===== config.mk =====
export PLATFORM = sky130hd
export DESIGN_NAME = cache_fill_arbiter_flat
export DESIGN_NICKNAME = d
export VERILOG_FILES = /design/src/rtl/cache_fill_arbiter_if.sv /design/src/rtl/cache_fill_arbiter.sv /design/src/flat_wrapper.sv
export SDC_FILE = /design/constraint.sdc
export NUM_CORES = 1
export LEC_CHECK = 0
export ABC_AREA = 1
export CAP_MARGIN = 10
export CORE_MARGIN = 2
export CORE_UTILIZATION = 37
export CTS_CLUSTER_DIAMETER = 80
export CTS_CLUSTER_SIZE = 20
export DETAILED_ROUTE_END_ITERATION = 10
export MAX_ROUTING_LAYER = met4
export PLACE_DENSITY = 0.72
export SLEW_MARGIN = 20
export SYNTH_ARGS = -nofsm -noshare
export SYNTH_HDL_FRONTEND = slang
export SYNTH_SLANG_ARGS = --single-unit

===== constraint.sdc =====
create_clock -name clk -period 1.49 [get_ports clk]
set_input_delay 0.298 -clock clk [delete_from_list [all_inputs] [get_ports clk]]
set_output_delay 0.298 -clock clk [all_outputs]
set_load 0.01 [all_outputs]

===== src/rtl/cache_fill_arbiter_if.sv =====
// Signal bundle between the two cache miss paths, the shared main-memory read
// port and the cache fill port. The arbiter sits on the slave side.
interface cache_fill_arbiter_if #(
  parameter int WORDS = 8
) ();
  localparam int IDX_W = $clog2(WORDS);

  logic             i_miss;
  logic [15:0]      i_addr;
  logic             d_miss;
  logic [15:0]      d_addr;
  logic             mem_en;
  logic [15:0]      mem_addr;
  logic             mem_data_valid;
  logic [15:0]      mem_data;
  logic             fill_we;
  logic             fill_sel;
  logic [IDX_W-1:0] fill_idx;
  logic [15:0]      fill_data;
  logic             i_fill_done;
  logic             d_fill_done;
  logic             stall_if;
  logic             stall_mem;

  modport slave (
    input  i_miss, i_addr, d_miss, d_addr, mem_data_valid, mem_data,
    output mem_en, mem_addr, fill_we, fill_sel, fill_idx, fill_data,
           i_fill_done, d_fill_done, stall_if, stall_mem
  );

  modport master (
    output i_miss, i_addr, d_miss, d_addr, mem_data_valid, mem_data,
    input  mem_en, mem_addr, fill_we, fill_sel, fill_idx, fill_data,
           i_fill_done, d_fill_done, stall_if, stall_mem
  );
endinterface


===== src/rtl/cache_fill_arbiter.sv =====
// Serialises I-cache and D-cache line fills over one pipelined memory read
// port (D wins ties), steers returned words into the granted cache and stalls.
module cache_fill_arbiter #(
  parameter int MEM_LAT = 4,
  parameter int WORDS   = 8
) (
  input  logic                clk,
  input  logic                rst,
  cache_fill_arbiter_if.slave bus
);
  localparam int          IDX_W     = $clog2(WORDS);
  localparam logic [15:0] LINE_MASK = ~16'(WORDS * 2 - 1);

  localparam logic [1:0] IDLE  = 2'd0;
  localparam logic [1:0] ISSUE = 2'd1;
  localparam logic [1:0] DRAIN = 2'd2;
  localparam logic [1:0] DONE  = 2'd3;

  logic [1:0]       state_reg, state_next;
  logic             grant_reg, grant_next;   // 1 = D-cache
  logic [15:0]      base_reg, base_next;
  logic [IDX_W-1:0] issue_reg, issue_next;
  logic [4:0]       rcv_reg, rcv_next;
  logic [MEM_LAT-1:0] live_reg;
  logic             fill_we_reg, fill_sel_reg;
  logic [IDX_W-1:0] fill_idx_reg;
  logic [15:0]      fill_data_reg;
  logic             busy, accept, last_word;

  // live_reg tracks which returning slots belong to requests issued since the
  // last reset, so words still in flight across a reset never reach a cache.
  assign busy      = (state_reg != IDLE);
  assign accept    = bus.mem_data_valid && live_reg[MEM_LAT-1]
                     && ((state_reg == ISSUE) || (state_reg == DRAIN))
                     && (rcv_reg < 5'(WORDS));
  assign last_word = accept && (rcv_reg == 5'(WORDS - 1));

  always_comb begin
    state_next = state_reg;
    grant_next = grant_reg;
    base_next  = base_reg;
    issue_next = issue_reg;
    rcv_next   = rcv_reg;
    if (accept) begin
      rcv_next = rcv_reg + 5'd1;
    end
    case (state_reg)
      IDLE: begin
        rcv_next   = '0;
        issue_next = '0;
        if (bus.d_miss) begin
          grant_next = 1'b1;
          base_next  = bus.d_addr & LINE_MASK;
          state_next = ISSUE;
        end else if (bus.i_miss) begin
          grant_next = 1'b0;
          base_next  = bus.i_addr & LINE_MASK;
          state_next = ISSUE;
        end
      end
      ISSUE: begin
        issue_next = issue_reg + IDX_W'(1);
        if (last_word) begin
          state_next = DONE;
        end else if (issue_reg == IDX_W'(WORDS - 1)) begin
          state_next = DRAIN;
        end
      end
      DRAIN: begin
        if (last_word) begin
          state_next = DONE;
        end
      end
      DONE:    state_next = IDLE;
      default: state_next = IDLE;
    endcase
  end

  always_ff @(posedge clk) begin
    if (rst) begin
      state_reg     <= IDLE;
      grant_reg     <= 1'b0;
      base_reg      <= '0;
      issue_reg     <= '0;
      rcv_reg       <= '0;
      live_reg      <= '0;
      fill_we_reg   <= 1'b0;
      fill_sel_reg  <= 1'b0;
      fill_idx_reg  <= '0;
      fill_data_reg <= '0;
    end else begin
      state_reg   <= state_next;
      grant_reg   <= grant_next;
      base_reg    <= base_next;
      issue_reg   <= issue_next;
      rcv_reg     <= rcv_next;
      live_reg    <= MEM_LAT'({live_reg, bus.mem_en});
      fill_we_reg <= accept;
      if (accept) begin
        fill_sel_reg  <= grant_reg;
        fill_idx_reg  <= rcv_reg[IDX_W-1:0];
        fill_data_reg <= bus.mem_data;
      end
    end
  end

  assign bus.mem_en      = (state_reg == ISSUE);
  assign bus.mem_addr    = bus.mem_en ? (base_reg + 16'({issue_reg, 1'b0})) : 16'h0000;
  assign bus.fill_we     = fill_we_reg;
  assign bus.fill_sel    = fill_sel_reg;
  assign bus.fill_idx    = fill_idx_reg;
  assign bus.fill_data   = fill_data_reg;
  assign bus.i_fill_done = (state_reg == DONE) && !grant_reg;
  assign bus.d_fill_done = (state_reg == DONE) && grant_reg;
  assign bus.stall_if    = bus.i_miss | (!grant_reg && busy);
  assign bus.stall_mem   = bus.d_miss | (grant_reg && busy);
endmodule


===== src/flat_wrapper.sv =====
// flat-port wrapper written by rule: the top's interface ports become plain ports
module cache_fill_arbiter_flat 
#(
  parameter int MEM_LAT = 4,
  parameter int WORDS   = 8
)
  (clk, rst, bus_i_miss, bus_i_addr, bus_d_miss, bus_d_addr, bus_mem_data_valid, bus_mem_data, bus_mem_en, bus_mem_addr, bus_fill_we, bus_fill_sel, bus_fill_idx, bus_fill_data, bus_i_fill_done, bus_d_fill_done, bus_stall_if, bus_stall_mem);
  cache_fill_arbiter_if #(.WORDS(WORDS)) bus_i ();
  input  logic clk;
  input  logic rst;
  input wire logic [$bits(bus_i.i_miss)-1:0] bus_i_miss;
  input wire logic [$bits(bus_i.i_addr)-1:0] bus_i_addr;
  input wire logic [$bits(bus_i.d_miss)-1:0] bus_d_miss;
  input wire logic [$bits(bus_i.d_addr)-1:0] bus_d_addr;
  input wire logic [$bits(bus_i.mem_data_valid)-1:0] bus_mem_data_valid;
  input wire logic [$bits(bus_i.mem_data)-1:0] bus_mem_data;
  output wire logic [$bits(bus_i.mem_en)-1:0] bus_mem_en;
  output wire logic [$bits(bus_i.mem_addr)-1:0] bus_mem_addr;
  output wire logic [$bits(bus_i.fill_we)-1:0] bus_fill_we;
  output wire logic [$bits(bus_i.fill_sel)-1:0] bus_fill_sel;
  output wire logic [$bits(bus_i.fill_idx)-1:0] bus_fill_idx;
  output wire logic [$bits(bus_i.fill_data)-1:0] bus_fill_data;
  output wire logic [$bits(bus_i.i_fill_done)-1:0] bus_i_fill_done;
  output wire logic [$bits(bus_i.d_fill_done)-1:0] bus_d_fill_done;
  output wire logic [$bits(bus_i.stall_if)-1:0] bus_stall_if;
  output wire logic [$bits(bus_i.stall_mem)-1:0] bus_stall_mem;
  assign bus_i.i_miss = bus_i_miss;
  assign bus_i.i_addr = bus_i_addr;
  assign bus_i.d_miss = bus_d_miss;
  assign bus_i.d_addr = bus_d_addr;
  assign bus_i.mem_data_valid = bus_mem_data_valid;
  assign bus_i.mem_data = bus_mem_data;
  assign bus_mem_en = bus_i.mem_en;
  assign bus_mem_addr = bus_i.mem_addr;
  assign bus_fill_we = bus_i.fill_we;
  assign bus_fill_sel = bus_i.fill_sel;
  assign bus_fill_idx = bus_i.fill_idx;
  assign bus_fill_data = bus_i.fill_data;
  assign bus_i_fill_done = bus_i.i_fill_done;
  assign bus_d_fill_done = bus_i.d_fill_done;
  assign bus_stall_if = bus_i.stall_if;
  assign bus_stall_mem = bus_i.stall_mem;
  cache_fill_arbiter #(.MEM_LAT(MEM_LAT), .WORDS(WORDS)) u_core (.clk(clk), .rst(rst), .bus(bus_i));
endmodule

==> key figures <==
Global route
  • Total gr overflow: 0
  • Vias in the first global route: 1,946
  • Initial antenna violation count: 0
  • Gr usage total: 0.1779
  • First-pass GRT wire length: 8562 um
  • Largest net degree at the start of global routing: 25

Setup path
  • Max FO, Critical Path: 9
  • Worst setup EP type: primary output
  • Worst setup path end: bus_mem_addr[12]
  • Critical path, cell by cell: inv_4, ha_4, buf_8, nand2_1, inv_1, buf_2
  • Critical path class: reg -> out
  • Reg2reg end: u_core.bus.fill_data[4]
  • Data required, critical path: 1.19 ns
  • Crit path buf inv count: 4
  • Crit path DAT: 1.27 ns
  • Crit path launch type: flip-flop
  • Critical R2R Launch: u_core.state_reg[0]
  • R2r setup slk: -0.06 ns
  • Critical-path top delay cell: dfxtp_2
  • CP top delay family: flip-flops
  • Stages on the worst setup path: 6
  • Reg2Reg Depth: 10
  • Worst Setup SP: u_core.state_reg[1]
  • Crit-path max cell delay: 0.37 ns

Final layout
  • Post-layout util: 0.6356
  • FILL cells: 483
  • Register area: 965.9 um2
  • Nets: 443
  • Max reg flops: 16
  • Area Growth Syn to Fin: 66.95%
  • Non-filler cells, final: 456
  • Area of the multi-input gates: 1015 um2
  • Finished Cell Area: 3457 um2
  • Number of diodes: 0
  • Share of cells above drive strength 1: 0.2578

Synth
  • Cells after Synth: 277
  • Area contributors post-synth: dfxtp_1 (46%), nand2_1 (9.6%), nor2_1 (8.9%), inv_1 (6.0%), o21ai_0 (5.8%)
  • Mapped Area: 2071 um2
  • Most used DFF post-synth: dfxtp_1
  • Post-synth ARST share: 0
  • Yosys reg bits: 48
  • Post-Synth Simple-Gate Area: 0.2163
  • Synth area leader: dfxtp_1
  • Most common cell in the netlist: nand2_1
  • Combinational family with the most area after synthesis: simple AND/OR/NAND/NOR gates
  • Syn Area/Cell: 7.476 um2
  • Complex-gate fraction of the synthesized area: 0.1644
  • Adder-cell area share of the yosys netlist: 0.04230
  • Unique masters post-synth: 28
  • Synth Net Count: 337
  • Top cells by count, synth: nand2_1 (53), nor2_1 (49), dfxtp_1 (48)
  • Seq/Total Area, Yosys: 0.4640
  • Post-synth EDFFs: 0
  • Synth top area share: 0.4640
  • Synth Area in XOR/XNOR: 0
  • Yosys warns: 0
  • Multiplexer share of the synthesized area: 0

CTS
  • Clk slew on worst S/H paths: 0.09 ns
  • Clock Tree Buf Depth: 2
  • Hold-fix buffers, CTS: 0
  • CTS tree: done
  • Clock H-tree levels: 2
  • CTS Sinks: 48
  • Clock insertion delay at the later pin of the skew report: 0.30 ns
  • CTS root buf: clkbuf_8
  • CTS buffer count: 5

Outcome
  • Run status: finished, violations left
  • Violated checks: negative setup slack

Die
  • Boundary pin count: 95
  • Width of the die: 78.81 um
  • Placeable Area: 5439 um2
  • Initial Utilization: 0.3807
  • Std-Cell Rows: 27
  • Die height: 78.81 um
  • Die Area: 6211 um2

Place
  • Number of port buffers: 85
  • Placed instance area: 3095 um2
  • Gpl congestion: 0.7982
  • DP Wirelength: 3601 um
  • Dpl cells: 438

Detailed routing
  • Via count: 2,163
  • Post-DRT Antenna Nets: 0
  • DRT Pass-1 Iters: 4
  • DR WL/cell: 12.40 um
  • Total Wirelength: 5656 um
  • Drt drc: 0
  • Via/cell ratio: 4.743
  • Iter 0 DRT Violations: 82

Timing
  • Fin Clk Skew: 0.008333 ns
  • RSZ-0062 raised after global routing: true
  • Fin. max-slew vios: 0
  • Worst hold margin: 0.4068 ns
  • Fin. Hold Viols: 0
  • Count of final setup violators: 28
  • Worst setup margin: -0.07748 ns
  • Fmax achieved: 0.6380 GHz
  • Fin crit period: 1.567 ns
  • Tcrit/Tclk final: 1.052

Worst hold path
  • Worst hold path depth: 2
  • HP Start: u_core.live_reg[2]
  • Hold Crit Class: reg -> reg

Power
  • PD cells: 1242 nW/um2
  • IR drop worst, VDD: 701.5 uV
  • Leak: 1.923 nW

Flow run
  • MaxCap Viol Count: 0
-- timing repair --
item | in CTS | in global routing
setup endpoints to repair | 60 | 76
pin swaps | 5 | 14
cloned | 2 | 1
buffers inserted | 2 | 8
gates resized for setup | 112 | 64
-- how the worst min path moves through the flow --
| stage | to | slack, ns |
|---|---|---|
| after detailed placement | u_core.live_reg[3] | 0.40 |
| after global placement | u_core.live_reg[1] | 0.39 |
| after floorplan | u_core.live_reg[1] | 0.39 |
| after global routing | u_core.live_reg[1] | 0.42 |
| final | u_core.live_reg[3] | 0.41 |
| after CTS | u_core.live_reg[3] | 0.41 |
-- per-stage QoR --
stage | TNS [ns] | total power [mW] | worst slack [ns]
floorplan | 0 | 2.311 | 0.05248
global placement | -7.272 | 2.879 | -0.2886
detailed placement | -9.385 | 2.909 | -0.2759
CTS | -1.592 | 4.033 | -0.07379
global route | -4.131 | 4.546 | -0.1494
finish | -1.358 | 4.295 | -0.07748
-- placed cells by master (no fill, tap or decap), types with 7 or more instances in the layout --
master           count
nor2_2              10
a31oi_1             12
clkbuf_8             7
dlymetal6s2s_1      18
buf_2               17
nand2_1             46
nor2_1              38
o21ai_0              8
inv_1               28
dfxtp_1             46
o21ai_1             21
buf_4               18
clkdlybuf4s50_1     45
-- metal layers --
metal	GRT usage	up-vias	wire length [um]	part of all wire
li1	-	1088	-	-
met1	0.1979	975	2365	0.42
met2	0.3060	85	2795	0.49
met3	0.05909	15	402	0.071
met4	0.05172	0	93	0.016
met5	-	-	0	0
-- layout make-up --
cell class,instances,share of cell area
timing repair buffer,112,0.3170
multi-input combinational,179,0.2935
sequential,48,0.2794
inverter,35,0.04488
clock buffer,7,0.02787
tap,72,0.02606
clock inverter,1,0.008686
timing repair inverter,2,0.002533
-- power by group --
group          internal, mW  total (mW)  leakage, nW  switching, mW
Sequential             1.47        1.62        0.392          0.149
Combinational         0.817        1.67         1.47          0.851
Clock                 0.592        1.01       0.0645          0.418
Total                  2.88        4.29         1.92           1.42
-- cells by family after synthesis --
logic type / Yosys count
AOI/OAI and AO/OA: 59
DFF: 48
other: 1
adders and majority gates: 7
and+or+nand+nor: 112
buffers and inverters: 50
-- worst reg2reg max path, delay by kind of cell (launching register included) --
kind / cells / cell delay (ns)
flops: 1 / 0.41
simple gates: 5 / 0.42
buf+inv: 4 / 0.39
fa+ha+maj: 1 / 0.28
Power figures use the tool's default switching activity.
